$ cat src/rtl/uart_xmit_fifo.sv
// Buffered 8N1 UART transmitter: a small FIFO feeds a start/data/stop serializer, LSB first.
// Optional even-parity bit between data and stop when UART_PARITY_EN is defined.
module uart_xmit_fifo #(
    parameter int BIT_CELL   = 16,
    parameter int FIFO_DEPTH = 4,
    parameter int FIFO_AW    = 2
) (
    input  logic               sys_clk,
    input  logic               sys_rst_l,
    input  logic               wr_validH,
    input  logic [7:0]         wr_dataH,
    output logic               wr_readyH,
    output logic               uart_xmitH,
    output logic               xmit_busyH,
    output logic               xmit_doneH,
    output logic [FIFO_AW:0]   fifo_countH
);
    localparam int CW = $clog2(BIT_CELL);
    localparam logic [CW-1:0]    CNT_LAST = CW'(BIT_CELL - 1);
    localparam logic [FIFO_AW:0] FULL_CNT = (FIFO_AW + 1)'(FIFO_DEPTH);

    typedef enum logic [2:0] {
        ST_IDLE   = 3'd0,
        ST_START  = 3'd1,
        ST_DATA   = 3'd2,
`ifdef UART_PARITY_EN
        ST_PARITY = 3'd3,
`endif
        ST_STOP   = 3'd4
    } state_t;

`ifdef UART_PARITY_EN
    function automatic logic even_parity(input logic [7:0] d);
        return ^d;
    endfunction
`endif

    logic [7:0]         fifo_mem_r [FIFO_DEPTH];
    logic [FIFO_AW-1:0] wr_ptr_r, rd_ptr_r;
    logic [FIFO_AW:0]   count_r, count_nxt_s;
    state_t             state_r, state_nxt_s;
    logic [CW-1:0]      bit_cnt_r, bit_cnt_nxt_s;
    logic [2:0]         bit_idx_r, bit_idx_nxt_s;
    logic [7:0]         shift_r, shift_nxt_s;
    logic               xmit_r, xmit_nxt_s;
    logic               done_r, done_nxt_s;
    logic               busy_r, busy_nxt_s;
    logic               push_s, pop_s, cell_end_s;
    logic [7:0]         head_s;
`ifdef UART_PARITY_EN
    logic               parity_r, parity_nxt_s;
`endif

    assign wr_readyH   = (count_r != FULL_CNT);
    assign push_s      = wr_validH && wr_readyH;
    assign head_s      = fifo_mem_r[rd_ptr_r];
    assign uart_xmitH  = xmit_r;
    assign xmit_busyH  = busy_r;
    assign xmit_doneH  = done_r;
    assign fifo_countH = count_r;

    // Serializer next-state: bit timing, shifting and FIFO pop requests.
    always_comb begin
        state_nxt_s   = state_r;
        bit_cnt_nxt_s = bit_cnt_r;
        bit_idx_nxt_s = bit_idx_r;
        shift_nxt_s   = shift_r;
        xmit_nxt_s    = xmit_r;
        pop_s         = 1'b0;
        cell_end_s    = (bit_cnt_r == CNT_LAST);
`ifdef UART_PARITY_EN
        parity_nxt_s  = parity_r;
`endif
        case (state_r)
            ST_IDLE: begin
                xmit_nxt_s    = 1'b1;
                bit_cnt_nxt_s = '0;
                bit_idx_nxt_s = 3'd0;
                if (count_r != '0) begin
                    pop_s       = 1'b1;
                    shift_nxt_s = head_s;
                    state_nxt_s = ST_START;
                    xmit_nxt_s  = 1'b0;
`ifdef UART_PARITY_EN
                    parity_nxt_s = even_parity(head_s);
`endif
                end else begin
                    state_nxt_s = ST_IDLE;
                end
            end
            ST_START: begin
                if (cell_end_s) begin
                    state_nxt_s   = ST_DATA;
                    bit_cnt_nxt_s = '0;
                    bit_idx_nxt_s = 3'd0;
                    xmit_nxt_s    = shift_r[0];
                end else begin
                    bit_cnt_nxt_s = bit_cnt_r + 1'b1;
                end
            end
            ST_DATA: begin
                if (cell_end_s) begin
                    bit_cnt_nxt_s = '0;
                    if (bit_idx_r == 3'd7) begin
`ifdef UART_PARITY_EN
                        state_nxt_s = ST_PARITY;
                        xmit_nxt_s  = parity_r;
`else
                        state_nxt_s = ST_STOP;
                        xmit_nxt_s  = 1'b1;
`endif
                    end else begin
                        bit_idx_nxt_s = bit_idx_r + 1'b1;
                        shift_nxt_s   = {1'b0, shift_r[7:1]};
                        xmit_nxt_s    = shift_r[1];
                    end
                end else begin
                    bit_cnt_nxt_s = bit_cnt_r + 1'b1;
                end
            end
`ifdef UART_PARITY_EN
            ST_PARITY: begin
                if (cell_end_s) begin
                    state_nxt_s   = ST_STOP;
                    bit_cnt_nxt_s = '0;
                    xmit_nxt_s    = 1'b1;
                end else begin
                    bit_cnt_nxt_s = bit_cnt_r + 1'b1;
                end
            end
`endif
            ST_STOP: begin
                if (cell_end_s) begin
                    bit_cnt_nxt_s = '0;
                    bit_idx_nxt_s = 3'd0;
                    // Chain straight into the next start bit so frames stay back-to-back.
                    if (count_r != '0) begin
                        pop_s       = 1'b1;
                        shift_nxt_s = head_s;
                        state_nxt_s = ST_START;
                        xmit_nxt_s  = 1'b0;
`ifdef UART_PARITY_EN
                        parity_nxt_s = even_parity(head_s);
`endif
                    end else begin
                        state_nxt_s = ST_IDLE;
                        xmit_nxt_s  = 1'b1;
                    end
                end else begin
                    bit_cnt_nxt_s = bit_cnt_r + 1'b1;
                end
            end
            default: begin
                state_nxt_s   = ST_IDLE;
                bit_cnt_nxt_s = '0;
                bit_idx_nxt_s = 3'd0;
                xmit_nxt_s    = 1'b1;
            end
        endcase
        // Registered done lands on the final stop cycle itself.
        done_nxt_s = (state_nxt_s == ST_STOP) && (bit_cnt_nxt_s == CNT_LAST);
    end

    // FIFO occupancy and busy lookahead.
    always_comb begin
        case ({push_s, pop_s})
            2'b10:   count_nxt_s = count_r + 1'b1;
            2'b01:   count_nxt_s = count_r - 1'b1;
            default: count_nxt_s = count_r;
        endcase
        busy_nxt_s = (state_nxt_s != ST_IDLE) || (count_nxt_s != '0);
    end

    // FIFO storage and pointers.
    always_ff @(posedge sys_clk or negedge sys_rst_l) begin
        if (!sys_rst_l) begin
            for (int i = 0; i < FIFO_DEPTH; i++) fifo_mem_r[i] <= 8'h00;
            wr_ptr_r <= '0;
            rd_ptr_r <= '0;
            count_r  <= '0;
        end else begin
            if (push_s) begin
                fifo_mem_r[wr_ptr_r] <= wr_dataH;
                wr_ptr_r             <= wr_ptr_r + 1'b1;
            end
            if (pop_s) rd_ptr_r <= rd_ptr_r + 1'b1;
            count_r <= count_nxt_s;
        end
    end

    // Serializer state and registered outputs.
    always_ff @(posedge sys_clk or negedge sys_rst_l) begin
        if (!sys_rst_l) begin
            state_r   <= ST_IDLE;
            bit_cnt_r <= '0;
            bit_idx_r <= 3'd0;
            shift_r   <= 8'h00;
            xmit_r    <= 1'b1;
            done_r    <= 1'b0;
            busy_r    <= 1'b0;
`ifdef UART_PARITY_EN
            parity_r  <= 1'b0;
`endif
        end else begin
            state_r   <= state_nxt_s;
            bit_cnt_r <= bit_cnt_nxt_s;
            bit_idx_r <= bit_idx_nxt_s;
            shift_r   <= shift_nxt_s;
            xmit_r    <= xmit_nxt_s;
            done_r    <= done_nxt_s;
            busy_r    <= busy_nxt_s;
`ifdef UART_PARITY_EN
            parity_r  <= parity_nxt_s;
`endif
        end
    end
endmodule

$ cat config.mk
export PLATFORM = sky130hd
export DESIGN_NAME = uart_xmit_fifo
export DESIGN_NICKNAME = d
export VERILOG_FILES = /design/src/rtl/uart_xmit_fifo.sv
export SDC_FILE = /design/constraint.sdc
export NUM_CORES = 1
export LEC_CHECK = 0
export ABC_AREA = 1
export CAP_MARGIN = 20
export CORE_MARGIN = 8
export CORE_UTILIZATION = 64
export CTS_CLUSTER_SIZE = 24
export DETAILED_ROUTE_END_ITERATION = 7
export PLACE_DENSITY = 0.91
export SLEW_MARGIN = 10
export SYNTH_ARGS = -nofsm -noshare
export SYNTH_HDL_FRONTEND = slang
export SYNTH_SLANG_ARGS = --single-unit
$ cat constraint.sdc
create_clock -name sys_clk -period 6.8 [get_ports sys_clk]
set_clock_uncertainty 0.15 [all_clocks]
set_input_delay 1.7 -clock sys_clk [delete_from_list [all_inputs] [get_ports sys_clk]]
set_output_delay 1.7 -clock sys_clk [all_outputs]
set_load 0.005 [all_outputs]
==> impl_metrics.csv <==
group,metric,value,unit
sta,tns,0,ps
logic_synthesis,ys_seq_area_frac,0.484,
place,portBuffers,17,
floorplan,io_pins,18,
pwr,p_comb_frac,0.390,
floorplan,rows,25,
sta,rsz0062_at_grt,"no",
sta,slew_viol_final,0,
cells_and_area,fin_nets,411,
clocking,cts_setup_buffers,0,
worst_setup_path,cp.arrival,1490,ps
drt,vias,2473,
logic_synthesis,yosysWarnings,0,
global_routing,antenna_found_initial,0,
floorplan,initial_core_util,0.661,
cells_and_area,finalNonFillerCells,450,
pwr,pwr-share-clk,0.210,
drt,drt_iter0_markers,172,
sta,fmax,0.299,GHz
floorplan,dieHeight,85.6,um
place,place_inst,434,
worst_setup_path,reg2reg_depth,13,
clocking,cts_resized,0,
cells_and_area,fillers,328,
cells_and_area,final_cell_mix,"nand2_1 (141), dfrtp_1 (59), inv_1 (35)",
worst_hold_path,min_to,"uart_xmitH",
sta,tightest_slew,729,ps
logic_synthesis,ys_ff_latch,60,
global_routing,grt_max_degree,61,
worst_setup_path,cp-end-kind,"output port",
worst_setup_path,worstPathMaxFanout,4,
logic_synthesis,synth_nets,391,
sta,post-route-period-util,0.492,
outcome,outcome,"finished clean",
worst_setup_path,cp-start-kind,"register",
pwr,swShare,0.400,
cells_and_area,final_common_cell,"nand2_1",
worst_setup_path,r2r-end,"xmit_busyH",
clocking,numCtsBuffers,9,
drt,drtPass1Iterations,4,
sta,whs,314,ps
drt,vias_per_cell,5.50,
cells_and_area,area_delta_synth_final,11.8,%
cells_and_area,layout-drive-gt1-share,0.126,
clocking,clk_pin_slew,70,ps
sta,setup_viol,0,
pwr,ir_drop,304,uV
logic_synthesis,synth.distinct_cells,33,
worst_setup_path,r2r-start,"bit_cnt_r[0]",
global_routing,gr-total-overflow,0,
drt,detail-route-antenna-nets,0,
logic_synthesis,synthCells,371,
clocking,clk_latency,340,ps
place,routabilityCongestion,0.788,
place,place_hpwl,4.06,mm
drt,route.detailed.drc,0,
worst_setup_path,crit_type,"reg -> out",
pwr,p_int,0.954,mW
worst_setup_path,cp.required,4950,ps
drt,drt-wirelength-per-cell,13.7,um
pwr,switchingPower,0.636,mW
global_routing,track_usage,0.184,
floorplan,dieWidth,85.6,um
drt,totalWireLength,6.18,mm
sta,final-hold-violation-count,0,
floorplan,dieArea,7330,sq um
logic_synthesis,syn_avg_cell_area,8.36,sq um
global_routing,grt_pass1_wl,10.6,mm
worst_hold_path,worstHoldStart,"uart_xmitH",
cells_and_area,antennaDiodeCount,0,
sta,slew_headroom,0.514,
floorplan,core_area,4690,sq um
logic_synthesis,synth_area,3100,sq um
flow_run,cap_violations,0,
sta,finalCriticalPeriod,3340,ps
pwr,p_per_area,459,nW/um^2
worst_setup_path,reg2reg_slack,4230,ps
clocking,hold_buffers,0,
clocking,htreeDepth,3,
pwr,power_frac_seq,0.400,
clocking,clkSinkCount,60,
clocking,cts_tree,"done",
worst_hold_path,hold_path_class,"reg -> reg",
pwr,p_leak,1.82,nW
clocking,cts.root.buffer_cell,"clkbuf_8",
global_routing,grt_pass1_vias,2363,
clocking,cts_max_path_buffers,2,
worst_hold_path,hold_depth,2,
[registers in the layout, indices dropped and copies added (netlist names)]
signal / cells
bit_cnt_r: 4
bit_idx_r: 3
fifo_countH: 3
fifo_mem_r: 32
rd_ptr_r: 2
shift_r: 8
state_r: 3
uart_xmitH: 1
wr_ptr_r: 2
xmit_busyH: 1
xmit_doneH: 1
[layout make-up]
cell class,count,area [sq um],area share
flip-flops and latches,60,1500,0.433
clock inverters,1,30.0,0.00866
well taps,54,67.6,0.0195
clock buffers,15,176,0.0509
multi-input cells,262,1360,0.392
repair buffers,18,173,0.0498
inverters,40,158,0.0455
[critical path: stages (launching register included)]
cell and delay [ps]:
dfrtp_1 440, nor2_4 200, nand2_4 80, clkdlybuf4s50_1 450
[per-stage QoR]
| step | power [mW] | setup WS [ps] | utilization | cell area (sq um) |
|---|---|---|---|---|
| floorplan | 1.10 | 3710 | - | 3100 |
| global placement | 1.22 | 3190 | 0.695 | 3260 |
| detailed placement | 1.26 | 3130 | 0.695 | 3260 |
| CTS | 1.60 | 3430 | 0.739 | 3470 |
| global route | 1.72 | 3400 | 0.739 | 3470 |
| finish | 1.59 | 3460 | 0.739 | 3470 |
[worst max-delay path by stage]
stage | start | endpoint | slack, ps | depth (start not counted)
floorplan | wr_validH | xmit_busyH | 3710 | 9
CTS | fifo_countH[0] | wr_readyH | 3430 | 3
finish | fifo_countH[0] | wr_readyH | 3460 | 3
global placement | wr_validH | xmit_busyH | 3190 | 10
detailed placement | wr_validH | xmit_busyH | 3130 | 10
global route | fifo_countH[0] | wr_readyH | 3400 | 3
[cells by family after synthesis]
logic type	after synthesis	share of synthesized area
fa+ha+maj	9	0.0387
buf+inv	49	0.0770
compound gates	44	0.0775
xor+xnor	2	0.00565
simple gates	207	0.317
flops	60	0.484
[cells in the mapped netlist]
| cell type | number | area share |
|---|---|---|
| nand3b_1 | 1 | 0.0024 |
| nand2_4 | 9 | 0.033 |
| a21oi_2 | 2 | 0.0056 |
| or2_2 | 1 | 0.0020 |
| nand4_1 | 5 | 0.010 |
| a21o_2 | 1 | 0.0028 |
| nand3_4 | 1 | 0.0056 |
| nand2_2 | 3 | 0.0061 |
| inv_4 | 1 | 0.0020 |
| a31oi_1 | 1 | 0.0020 |
| fa_1 | 1 | 0.0065 |
| inv_2 | 3 | 0.0036 |
| nor2_4 | 4 | 0.015 |
| nand3_2 | 4 | 0.013 |
| nor2_1 | 6 | 0.0073 |
| ha_1 | 8 | 0.032 |
| o21ai_1 | 32 | 0.052 |
| nor2_2 | 2 | 0.0040 |
| o21ai_0 | 5 | 0.0081 |
| dfrtp_1 | 59 | 0.48 |
| buf_6 | 4 | 0.015 |
| inv_6 | 1 | 0.0028 |
| buf_2 | 2 | 0.0032 |
| nand2_1 | 141 | 0.17 |
| buf_4 | 1 | 0.0024 |
| inv_1 | 35 | 0.042 |
| buf_8 | 1 | 0.0048 |
| xor2_1 | 2 | 0.0056 |
| clkbuf_1 | 1 | 0.0012 |
| dfstp_2 | 1 | 0.0085 |
| a21oi_1 | 1 | 0.0016 |
| nand3_1 | 30 | 0.048 |
| o21ai_2 | 2 | 0.0056 |
[per-layer routing]
| layer | track usage | up-vias | routed length (um) |
|---|---|---|---|
| li1 | - | 1214 | - |
| met1 | 0.217 | 1165 | 2680 |
| met2 | 0.294 | 84 | 3020 |
| met3 | 0.0478 | 10 | 376 |
| met4 | 0.111 | 0 | 106 |
| met5 | 0 | - | 0 |
[power by group through the flow]
| stage | logic, mW | clock network, mW | registers [mW] |
|---|---|---|---|
| 2_1_floorplan | 0.513 | 0 | 0.590 |
| 3_3_place_gp | 0.587 | 0 | 0.630 |
| 3_5_place_dp | 0.617 | 0 | 0.638 |
| 4_1_cts | 0.625 | 0.338 | 0.634 |
| 5_1_grt | 0.714 | 0.349 | 0.655 |
| 6_report | 0.621 | 0.334 | 0.636 |
No activity file was read; power rests on OpenSTA's default activity.
